[src/rtl/mt9v034_pattern_serializer.sv]
// mt9v034_pattern_serializer
// Produces an MT9V034-style LVDS test stream: start bit, master pixel, optional
// slave pixel, stop bit, shifted out LSB first, one bit per enabled clock edge.
// Each word is either a sync/blank code or a clamped test-pattern pixel.
//
// Ports
//   clk          serial bit clock
//   rst          asynchronous active-high reset
//   enable       bit-rate clock enable; low freezes every register
//   pattern_sel  0 diagonal, 1 constant, 2 horizontal ramp, 3 LFSR
//   const_val    pixel value used by the constant pattern
//   ser_out      serial bit, ser_out_n its complement
//   word_start   high while ser_out carries bit 0 of a word
//   frame_valid  current word lies in a visible line
//   line_valid   current word is a visible pixel
//   frame_cnt    completed frames (wraps)
module mt9v034_pattern_serializer #(
    parameter int HPX    = 64,
    parameter int VPX    = 48,
    parameter int HBLANK = 24,
    parameter int VBLANK = 24,
    parameter int PIX_W  = 8,
    parameter int STEREO = 1
) (
    input  logic             clk,
    input  logic             rst,
    input  logic             enable,
    input  logic [1:0]       pattern_sel,
    input  logic [PIX_W-1:0] const_val,
    output logic             ser_out,
    output logic             ser_out_n,
    output logic             word_start,
    output logic             frame_valid,
    output logic             line_valid,
    output logic [15:0]      frame_cnt
);

    localparam int HTOT = HPX + HBLANK;
    localparam int VTOT = VPX + VBLANK;
    localparam int WL   = (STEREO != 0) ? 18 : PIX_W + 2;
    localparam int XW   = $clog2(HTOT);
    localparam int YW   = $clog2(VTOT);
    localparam int BW   = $clog2(WL);
    localparam logic [PIX_W-1:0] MAX  = '1;
    localparam logic [15:0]      SEED = 16'hACE1;

    logic [XW-1:0]    x_q, x_d;
    logic [YW-1:0]    y_q, y_d;
    logic [BW-1:0]    bit_q, bit_d;
    logic [WL-1:0]    sh_q, sh_d;
    logic             ser_q, ser_d;
    logic             ws_q, ws_d;
    logic             fv_q, fv_d;
    logic             lv_q, lv_d;
    logic [15:0]      fc_q, fc_d;
    logic [15:0]      lfsr_q, lfsr_d;
    logic [1:0]       pat_q, pat_d;
    logic [PIX_W-1:0] const_q, const_d;

    int               xi, yi;
    logic             at_origin, visible;
    logic [1:0]       pat_cur;
    logic [PIX_W-1:0] const_cur, raw_m, master_w, slave_w, code;
    logic [15:0]      lfsr_cur;
    logic [WL-1:0]    load_word;

    function automatic logic [PIX_W-1:0] clamp(input logic [PIX_W-1:0] v);
        if (v < PIX_W'(4))
            return PIX_W'(4);
        else if (v == MAX)
            return MAX - PIX_W'(1);
        else
            return v;
    endfunction

    function automatic logic [15:0] lfsr_step(input logic [15:0] l);
        return {l[14:0], l[15] ^ l[13] ^ l[12] ^ l[10]};
    endfunction

    // Content of the word at the current position (x_q, y_q).
    always_comb begin
        xi        = int'(x_q);
        yi        = int'(y_q);
        at_origin = (xi == 0) && (yi == 0);
        visible   = (xi < HPX) && (yi < VPX);
        // Pattern selection and LFSR seed take effect at the first word of a frame.
        pat_cur   = at_origin ? pattern_sel : pat_q;
        const_cur = at_origin ? const_val : const_q;
        lfsr_cur  = at_origin ? SEED : lfsr_q;
        case (pat_cur)
            2'd0:    raw_m = PIX_W'(xi + yi + 4);
            2'd1:    raw_m = const_cur;
            2'd2:    raw_m = PIX_W'(xi);
            default: raw_m = lfsr_cur[PIX_W-1:0];
        endcase
        if (yi == VTOT - 1 && (xi == HTOT - 4 || xi == HTOT - 2))
            code = MAX;
        else if (yi == VTOT - 1 && xi == HTOT - 3)
            code = '0;
        else if (xi == HTOT - 1 && (yi == VTOT - 1 || yi < VPX - 1))
            code = PIX_W'(1);
        else if (xi == HPX && yi == VPX - 1)
            code = PIX_W'(3);
        else if (xi == HPX && yi < VPX - 1)
            code = PIX_W'(2);
        else
            code = PIX_W'(4);
        if (visible) begin
            master_w = clamp(raw_m);
            slave_w  = clamp(~raw_m);
        end else begin
            master_w = code;
            slave_w  = code;
        end
    end

    generate
        if (STEREO != 0) begin : g_stereo
            assign load_word = {1'b0, slave_w[7:0], master_w, 1'b1};
        end else begin : g_mono
            assign load_word = {1'b0, master_w, 1'b1};
        end
    endgenerate

    always_comb begin
        x_d     = x_q;
        y_d     = y_q;
        bit_d   = bit_q;
        sh_d    = sh_q;
        ser_d   = ser_q;
        ws_d    = ws_q;
        fv_d    = fv_q;
        lv_d    = lv_q;
        fc_d    = fc_q;
        lfsr_d  = lfsr_q;
        pat_d   = pat_q;
        const_d = const_q;
        if (enable) begin
            if (bit_q == '0) begin
                // Load edge: emit bit 0 and step to the next word position.
                ser_d   = load_word[0];
                sh_d    = load_word >> 1;
                bit_d   = BW'(1);
                ws_d    = 1'b1;
                fv_d    = (yi < VPX);
                lv_d    = visible;
                pat_d   = pat_cur;
                const_d = const_cur;
                lfsr_d  = visible ? lfsr_step(lfsr_cur) : lfsr_cur;
                if (at_origin)
                    fc_d = fc_q + 16'd1;
                if (xi == HTOT - 1) begin
                    x_d = '0;
                    y_d = (yi == VTOT - 1) ? '0 : y_q + YW'(1);
                end else begin
                    x_d = x_q + XW'(1);
                end
            end else begin
                ser_d = sh_q[0];
                sh_d  = sh_q >> 1;
                ws_d  = 1'b0;
                bit_d = (bit_q == BW'(WL - 1)) ? '0 : bit_q + BW'(1);
            end
        end
    end

    // Reset parks the position on the last blanking line so the first
    // frame is preceded by its preamble.
    always_ff @(posedge clk or posedge rst) begin
        if (rst) begin
            x_q     <= '0;
            y_q     <= YW'(VTOT - 1);
            bit_q   <= '0;
            sh_q    <= '0;
            ser_q   <= 1'b0;
            ws_q    <= 1'b0;
            fv_q    <= 1'b0;
            lv_q    <= 1'b0;
            fc_q    <= '0;
            lfsr_q  <= SEED;
            pat_q   <= '0;
            const_q <= '0;
        end else begin
            x_q     <= x_d;
            y_q     <= y_d;
            bit_q   <= bit_d;
            sh_q    <= sh_d;
            ser_q   <= ser_d;
            ws_q    <= ws_d;
            fv_q    <= fv_d;
            lv_q    <= lv_d;
            fc_q    <= fc_d;
            lfsr_q  <= lfsr_d;
            pat_q   <= pat_d;
            const_q <= const_d;
        end
    end

    assign ser_out     = ser_q;
    assign ser_out_n   = ~ser_q;
    assign word_start  = ws_q;
    assign frame_valid = fv_q;
    assign line_valid  = lv_q;
    assign frame_cnt   = fc_q;

endmodule

[config.mk]
export PLATFORM = sky130hd
export DESIGN_NAME = mt9v034_pattern_serializer
export DESIGN_NICKNAME = d
export VERILOG_FILES = /design/src/rtl/mt9v034_pattern_serializer.sv
export SDC_FILE = /design/constraint.sdc
export NUM_CORES = 1
export LEC_CHECK = 0
export ABC_AREA = 1
export ABC_CLOCK_PERIOD_IN_PS = 3750
export BUFFER_PORTS_ARGS = -buffer_cell sky130_fd_sc_hd__buf_4
export CAP_MARGIN = 20
export CORE_ASPECT_RATIO = 0.75
export CORE_MARGIN = 10
export CORE_UTILIZATION = 50
export CTS_CLUSTER_DIAMETER = 100
export CTS_CLUSTER_SIZE = 10
export DETAILED_ROUTE_END_ITERATION = 7
export GPL_TIMING_DRIVEN = 0
export PLACE_DENSITY_LB_ADDON = 0.2
export RECOVER_POWER = 100
export SYNTH_ARGS = -nofsm -noshare
export SYNTH_HDL_FRONTEND = slang
export SYNTH_SLANG_ARGS = --single-unit
[constraint.sdc]
create_clock -name clk -period 3.75 [get_ports clk]
set_clock_uncertainty 0.2 [all_clocks]
set_input_delay 0.5625 -clock clk [delete_from_list [all_inputs] [get_ports clk]]
set_output_delay 0.5625 -clock clk [all_outputs]
set_load 0.02 [all_outputs]
== Yosys cells after proc, flatten, opt, wreduce, memory -nomap -nowiden ==
Index checks and enable logic that the tools add are counted.
Cells by class
  add/subtract/negate cells: 6
  $lt $le $gt $ge: 5
  equal/unequal tests: 12
  mux-type cells: 23
  bitwise operators: 5
  reductions and logical operators: 16
Operators by type and width (count)
  $mux W8: 8
  $eq A7 B7 Y1 const B: 7
  $mux W16: 2
  $pmux W8 S3: 1
  $mux W17: 1
  $add A16 B1 Y16 const B: 1
  $eq A8 B8 Y1 const B: 2
  $lt A8 B3 Y1 const B: 2
  $add A7 B1 Y7 const B: 2
  $logic_not A7 Y1: 2
  $lt A7 B6 Y1 const B: 2
  $mux W7: 2
  $mux W3: 4
  $mux W5: 2
  $add A7 B7 Y8: 1
  $add A8 B3 Y8 const B: 1
  $not A8 Y8: 1
  $logic_and A1 B1 Y1: 7
  $lt A7 B7 Y1 const B: 1
  $reduce_and A3 Y1: 2
  $add A5 B1 Y5 const B: 1
  $eq A5 B5 Y1 const B: 1
  $logic_not A5 Y1: 1
  $xor A1 B1 Y1: 3
  other kinds (8): 10
Storage, ports and cells
  register bits after elaboration: 83
  output and inout port bits: 21

== Longest topological paths before layout ==
Gate-level depths: netlist of run 1.
  depth after elaboration: 11
  mapped depth: 20
  depth with buffers taken out: 19

== Worst setup path before layout of run 1 ==
OpenSTA, ideal clock, no wires.
  kind: register to register
  from: reg y_q[2]
  to: reg sh_q[9]
  arrival time: 2378 ps
  slack: 1043 ps
  cell stages (with the launch flop): 17
  clock period less this slack: 2707 ps
  cells stage by stage: dfstp_2 -> inv_1 -> ha_1 -> fa_1 -> inv_1 -> nand3_1 -> nand3b_1 -> nand2_1 -> nand3b_1 -> nand3_1 -> nand2_1 -> nor2_1 -> nand3_2 -> nand3_1 -> nand2_1 -> nand2_1 -> o21ai_1
Between the ends
  word-level cells in the longest chain between the ends: 11
RTL lines
  start: declaration: RTL line 48  | logic [YW-1:0] y_q, y_d;
  start signal: assignment: RTL line 172  | y_q <= YW'(VTOT - 1);
  start signal: assignment: RTL line 185  | y_q <= y_d;
  parallel branches: the longest is 9 deep, another holds $add A7 B7 Y8
  $mux W8 (*): RTL line 108  | if (visible) begin
  $mux W17 (*): RTL line 139  | if (bit_q == '0) begin
  end signal: assignment: RTL line 174  | sh_q <= '0;
  end signal: assignment: RTL line 187  | sh_q <= sh_d;
  end: declaration: RTL line 50  | logic [WL-1:0] sh_q, sh_d;
Mark *: on every way between the ends.
A chain may end at the register's enable or synchronous reset.

== Final worst setup path of run 1 ==
  from: reg y_q[0]
  to: reg sh_q[0]
Between the ends
  word-level cells in the longest chain between the ends: 10
RTL lines (RTL line)
  parallel branches: the longest is 8 deep, another holds $add A7 B7 Y8
  $mux W8 (*): 108
  $mux W17 (*): 139
Marked as above.

==> out/results.ini, run 1 <==
[detailed_routing]
via_per_inst=5.434
vias=4695
routedWlPerCell_um=14.96
drc=0
first_iter_violations=376
wirelength_mm=12.93
first_pass_iters=5
ant_nets=0

[grt]
grt_antenna_before_repair=0
grt_max_degree=55
first_global_vias=4503
grt_pass1_wl_mm=22.22
grt.total_usage_pct=18.45
gr-total-overflow=0

[timing]
fin_crit_ns=3.271
whs_ns=0.2681
hold_viol=0
slew_headroom_pct=10.32
max_freq_mhz=305.7
setup_viol=0
worst_pin_slew_ns=1.345
grt_setup_unrepaired=false
setup_tns_ns=0
drv_slew=0
period_share_pct=87.23
finalWorstSetupSlack_ns=0.4787

[placed_design]
post_dp_cell_area_sq_mm=0.005532
io_buffers=33
pre_cts_ws_ns=0.6993
hpwl_mm=9.802
place.gp.congestion=0.8811

[status]
run_status=complete, no violations

[die]
rows=31
coreArea_sq_mm=0.009774
ios=34
start_util_pct=52.06
chipHeight_um=107.4
die_area_sq_mm=0.01465
fp.dieW_um=136.5

[clock_network]
post-cts-setup-buffers=0
numCtsBuffers=9
cts_tree=built
clk_pin_slew_ns=0.06
worst_skew_pair.late_latency_ns=0.34
clock-sinks=81
root_buffer=clkbuf_16
clockBufferDepth=2
holdBufCountCts=0
htreeDepth=3
cts.repair.resized=0

[power]
p_leak_uw=0.002836
vdd_ir_drop_max_uv=348.7
power.density_mw_per_mm2=589.8

[final_layout]
layout-drive-gt1-share_pct=8.470
final_core_util_pct=58.42
fillers=945
area_delta_synth_final_pct=12.22
num_antenna_cells=0
final_area_sq_mm=0.005710
nets=764

[synth]
ys_seq_area_share_pct=40.13
synth_cell_type_count=39
synth-seq-cells=81
syn_area_per_cell_sq_um=7.461
synth_area_sq_mm=0.005089
synth_nets=719
yosys_warnings=0
synthCells=682

[critical_path]
crit_path_max_fanout=10
crit_arrival_ns=3.30
required_ns=3.78
ff2ff_path_depth=18
r2r_slack_ns=0.48
critPathKind=reg -> reg
critPathCaptureType=flip-flop
timing.rr.start=y_q[0]$_DFFE_PP1P_
cp-start-kind=flip-flop
r2r-end=sh_q[0]$_DFFE_PP0P_

[worst_hold_path]
min_to=frame_cnt[15]$_DFFE_PP0P_
min-delay-start=frame_cnt[15]$_DFFE_PP0P_
hold_class=reg -> reg
hold_path_depth=1

[flow_run]
cap_violations=0

## Yosys cell counts
library cell | number | area share [%]
nand3_2 | 3 | 0.59
nand2_4 | 2 | 0.44
nor3_2 | 2 | 0.39
inv_1 | 89 | 6.6
or2_2 | 2 | 0.25
o2111ai_1 | 2 | 0.34
buf_2 | 2 | 0.20
xor2_1 | 15 | 2.6
buf_6 | 3 | 0.66
or2_1 | 1 | 0.12
ha_1 | 23 | 5.7
buf_1 | 2 | 0.15
a31oi_1 | 3 | 0.37
a211oi_1 | 1 | 0.15
xnor2_1 | 6 | 1.0
o31ai_1 | 1 | 0.15
o21ai_1 | 5 | 0.49
dfstp_2 | 12 | 6.2
buf_4 | 1 | 0.15
o211ai_1 | 6 | 0.89
nor2_2 | 8 | 0.98
nand3b_1 | 3 | 0.44
nor2_1 | 57 | 4.2
o22ai_1 | 9 | 1.1
nor3b_1 | 2 | 0.29
dfrtp_1 | 69 | 34
nand2_2 | 3 | 0.37
nor3_1 | 10 | 0.98
clkbuf_1 | 12 | 0.89
nand3_1 | 49 | 4.8
nor4_1 | 2 | 0.25
nand2_1 | 176 | 13
nor2_4 | 4 | 0.89
o21ai_0 | 41 | 4.0
fa_1 | 1 | 0.39
o221ai_1 | 5 | 0.86
inv_2 | 2 | 0.15
nand4_1 | 14 | 1.7
a21oi_1 | 34 | 3.3
## registers in the layout (all words and copies together), names as in the netlist
register / flops
word_start: 1
frame_valid: 1
x_q: 7
y_q: 7
pat_q: 2
lfsr_q: 16
frame_cnt: 16
line_valid: 1
ser_out: 1
bit_q: 5
const_q: 8
sh_q: 16
## routing by layer
metal | track usage, % | share of wire [%] | vias up
li1 | - | - | 2320
met1 | 25.76 | 48 | 2211
met2 | 27.53 | 44 | 153
met3 | 5.131 | 7.2 | 11
met4 | 4.476 | 0.92 | 0
met5 | 0 | 0 | -
## through the flow
step	total power, uW	cells
final	3368	864
after CTS	3410	864
after global placement	2419	847
after detailed placement	2472	848
after floorplan	2155	682
after global routing	3630	864
## critical path, cell delays in order, from the launching register on
cell	delay, ns
dfstp_2	0.57
inv_1	0.09
ha_1	0.24
nand2_1	0.13
nor2_4	0.08
nand2_1	0.10
buf_6	0.16
clkbuf_1	0.44
nand2_1	0.21
nand2_1	0.11
nand2_1	0.06
nor2_1	0.21
nand3_1	0.14
nor2_1	0.16
nor2_1	0.06
nand2_1	0.06
nand2_1	0.06
nand2_1	0.06
nand2_1	0.04
## how the worst max path moves through the flow
stage / from / to / slack (ns) / cells past startpoint
finish: y_q[0]$_DFFE_PP1P_ / sh_q[0]$_DFFE_PP0P_ / 0.48 / 18
detailed placement: y_q[2]$_DFFE_PP1P_ / sh_q[9]$_DFFE_PP0P_ / 0.70 / 16
floorplan: rst / bit_q[0]$_DFFE_PP0P_ / 0.93 / 1
global route: y_q[0]$_DFFE_PP1P_ / sh_q[1]$_DFFE_PP0P_ / 0.17 / 16
CTS: y_q[2]$_DFFE_PP1P_ / sh_q[9]$_DFFE_PP0P_ / 0.66 / 16
global placement: rst / bit_q[3]$_DFFE_PP0P_ / -0.11 / 2
## power by group
part           total [uW]  switching [uW]  internal (uW)
clock                 929             358            570
sequential           1280             157           1130
combinational        1150             739            415
## cell families (layout without fill, tap and decap cells)
| logic type | Yosys count | after routing | synth area share (%) |
|---|---|---|---|
| compound gates | 107 | 107 | 11.73 |
| buf+inv | 111 | 161 | 8.753 |
| flops | 81 | 81 | 40.13 |
| fa+ha+maj | 24 | 24 | 6.049 |
| simple gates | 338 | 338 | 29.73 |
| xor+xnor | 21 | 21 | 3.615 |
## cell type report
| class | count | area [sq um] | share of cell area, % |
|---|---|---|---|
| Buffer | 20 | 102.6 | 1.797 |
| Tap cell | 132 | 165.2 | 2.892 |
| Inverter | 91 | 342.8 | 6.004 |
| Timing Repair Buffer | 34 | 173.9 | 3.046 |
| Clock buffer | 12 | 266.5 | 4.667 |
| Multi-Input combinational cell | 490 | 2569 | 44.98 |
| Sequential cell | 81 | 2042 | 35.76 |
| Clock inverter | 4 | 48.80 | 0.8545 |
## layout by cell type, fill, tap and decap left out, types with 3 or more instances in the layout
cell type  Yosys  routed
buf_6          3       3
nor2_2         8       4
nand3_1       49      50
xnor2_1        6       6
clkbuf_16      0       9
xor2_1        15      15
clkbuf_8       0       3
a21oi_1       34      34
o21ai_0       41      45
nand3b_1       3       3
nand2_1      176     179
o221ai_1       5       5
dfrtp_1       69      69
nand4_1       14      14
inv_1         89      88
o211ai_1       6       6
buf_4          1      11
ha_1          23      23
nor3_1        10      12
o22ai_1        9       9
a31oi_1        3       3
nor2_1        57      61
dfstp_2       12      11
nor2_4         4       4
clkbuf_1      12      34
Power figures use the tool's default switching activity.
==> inputs of run 2 (changes only) <==
--- a/config.mk
+++ b/config.mk
@@ -7,7 +7,7 @@
 export LEC_CHECK = 0
 export ABC_AREA = 1
 export ABC_CLOCK_PERIOD_IN_PS = 3750
-export BUFFER_PORTS_ARGS = -buffer_cell sky130_fd_sc_hd__buf_4
+export BUFFER_PORTS_ARGS = -buffer_cell sky130_fd_sc_hd__buf_2
 export CAP_MARGIN = 20
 export CORE_ASPECT_RATIO = 0.75
 export CORE_MARGIN = 10
==> out/results.ini, run 2 (synthesis gave the netlist of run 1 again) <==
[status]
run_status=finished, violations left
violations=max-capacitance violations, max-slew violations

[worst_hold_path]
hold_path_depth=1  ; unchanged
hold_class=reg -> reg
min_to=frame_cnt[15]$_DFFE_PP0P_
min-delay-start=frame_cnt[15]$_DFFE_PP0P_

[placed_design]
hpwl_mm=9.632  ; -1.7%
io_buffers=33  ; unchanged
place.gp.congestion=0.8832  ; +0.24%

[power]
vdd_ir_drop_max_uv=327.0  ; -6.2%
p_leak_uw=0.002820  ; -0.56%
power.density_mw_per_mm2=590.0  ; about the same

[clock_network]
numCtsBuffers=9  ; unchanged
clk_pin_slew_ns=0.06  ; about the same
cts_tree=built
holdBufCountCts=0  ; unchanged
post-cts-setup-buffers=0  ; unchanged
htreeDepth=3  ; unchanged
clockBufferDepth=2  ; unchanged
worst_skew_pair.late_latency_ns=0.34  ; about the same
root_buffer=clkbuf_16
cts.repair.resized=0  ; unchanged
clock-sinks=81  ; unchanged

[critical_path]
crit_arrival_ns=3.28  ; -0.02 ns
cp_top_family=simple AND/OR/NAND/NOR gates
r2r_slack_ns=0.51  ; +0.03 ns
slowest_stage=nor2_1
crit_path_max_incr_delay_ns=0.55  ; -0.02 ns
crit_top_cell=nor2_1
required_ns=3.80  ; +0.02 ns
crit_path_max_fanout=9  ; -1
ff2ff_path_depth=11  ; -7
timing.rr.start=bit_q[0]$_DFFE_PP0P_
critPathCaptureType=flip-flop
critPathKind=reg -> reg
worst-path-buf-inv=2  ; -1
r2r-end=frame_cnt[14]$_DFFE_PP0P_
crit_chain=inv_1 > ha_1 > nand3_1 > nor2_1 > inv_1 > nor2_1 > nand4_1 > nor3_1 > nand3_1 > nor2_1 > xor2_1
cp-start-kind=flip-flop

[timing]
setup_viol=0  ; unchanged
fin_crit_ns=3.236  ; -0.03496 ns
setup_tns_ns=0  ; unchanged
hold_viol=0  ; unchanged
worst_pin_slew_ns=1.551  ; +0.2062 ns
drv_slew=36  ; +36
grt_setup_unrepaired=false
period_share_pct=86.30  ; -0.93 points
max_freq_mhz=309.0  ; +1.1%
slew_headroom_pct=-3.994  ; -14 points

[detailed_routing]
first_iter_violations=404  ; +7.4%
drc=0  ; unchanged
routedWlPerCell_um=14.91  ; -0.34%
wirelength_mm=12.88  ; -0.34%
via_per_inst=5.456  ; +0.40%
vias=4714  ; +0.40%
first_pass_iters=5  ; unchanged
ant_nets=0  ; unchanged

[die]
rows=31  ; unchanged
die_area_sq_mm=0.01465  ; unchanged
fp.dieW_um=136.5  ; unchanged
ios=34  ; unchanged
chipHeight_um=107.4  ; unchanged
start_util_pct=52.06  ; unchanged
coreArea_sq_mm=0.009774  ; unchanged

[grt]
first_global_vias=4528  ; +0.56%
grt_max_degree=48  ; -13%
grt_pass1_wl_mm=22.08  ; -0.65%
grt.total_usage_pct=18.29  ; -0.17 points
gr-total-overflow=0  ; unchanged
grt_antenna_before_repair=0  ; unchanged

[final_layout]
num_antenna_cells=0  ; unchanged
final_common_cell=nand2_1
final_core_util_pct=58.08  ; -0.35 points
regArea_sq_mm=0.002042  ; unchanged
nets=764  ; unchanged
multi_input_area_sq_mm=0.002576  ; +0.29%
fillers=954  ; +0.95%
layout_common_cells=nand2_1 (178), inv_1 (88), dfrtp_1 (69), nor2_1 (61), nand3_1 (50)
area_delta_synth_final_pct=11.56
layout-drive-gt1-share_pct=8.743  ; +0.27 points

[flow_run]
cap_violations=1  ; +1

[run 2: changes by cell type in the layout (fill, tap and decap cells not counted), moves of 2 or more]
cell      before  now
o21ai_0       45   43
clkbuf_4       2    0
buf_2          1   14
buf_4         11    0
o21ai_1        1    3
[run 2: how the worst max path moves through the flow]
stage | from | end | slack [ns] | cells past startpoint
floorplan | rst | bit_q[0]$_DFFE_PP0P_ | 0.93 | 1
detailed placement | y_q[2]$_DFFE_PP1P_ | sh_q[9]$_DFFE_PP0P_ | 0.70 | 16
CTS | y_q[2]$_DFFE_PP1P_ | sh_q[9]$_DFFE_PP0P_ | 0.68 | 16
finish | bit_q[0]$_DFFE_PP0P_ | frame_cnt[14]$_DFFE_PP0P_ | 0.51 | 11
global route | bit_q[0]$_DFFE_PP0P_ | frame_cnt[14]$_DFFE_PP0P_ | 0.24 | 11
global placement | rst | word_start$_DFFE_PP0P_ | -0.1 | 2
[run 2: layout make-up]
| cell class | count | share of cell area (%) |
|---|---|---|
| multi-input cells | 490 | 45.38 |
| flip-flops and latches | 81 | 35.97 |
| inverters | 91 | 6.039 |
| clock buffers | 11 | 4.452 |
| well taps | 132 | 2.909 |
| repair buffers | 34 | 2.535 |
| plain buffers | 20 | 1.763 |
| clock inverters | 5 | 0.9478 |
[run 2: stage by stage]
stage               power (uW)  setup slack, ns  std cells  hold slack, ns  area, sq um
floorplan                 2155           0.9273        682          0.2448         5089
global placement          2404         -0.09730        847          0.2528         5419
detailed placement        2451           0.7005        848          0.2533         5449
CTS                       3378           0.6845        864         0.06504         5756
global route              3605           0.2406        864          0.2799         5677
finish                    3349           0.5137        864          0.2631         5677
[run 2: power breakdown]
part | internal, uW | switching (uW)
Combinational | 414 | 750
Clock | 550 | 355
Sequential | 1130 | 153
Total | 2090 | 1260
[run 2: layer usage]
layer | up-vias | wire length, um | GRT usage [%]
met4 | 0 | 85 | 3.794
met3 | 8 | 848 | 3.965
met1 | 2243 | 6380 | 26.46
met2 | 156 | 5568 | 27.26
li1 | 2307 | - | -
met5 | - | 0 | 0
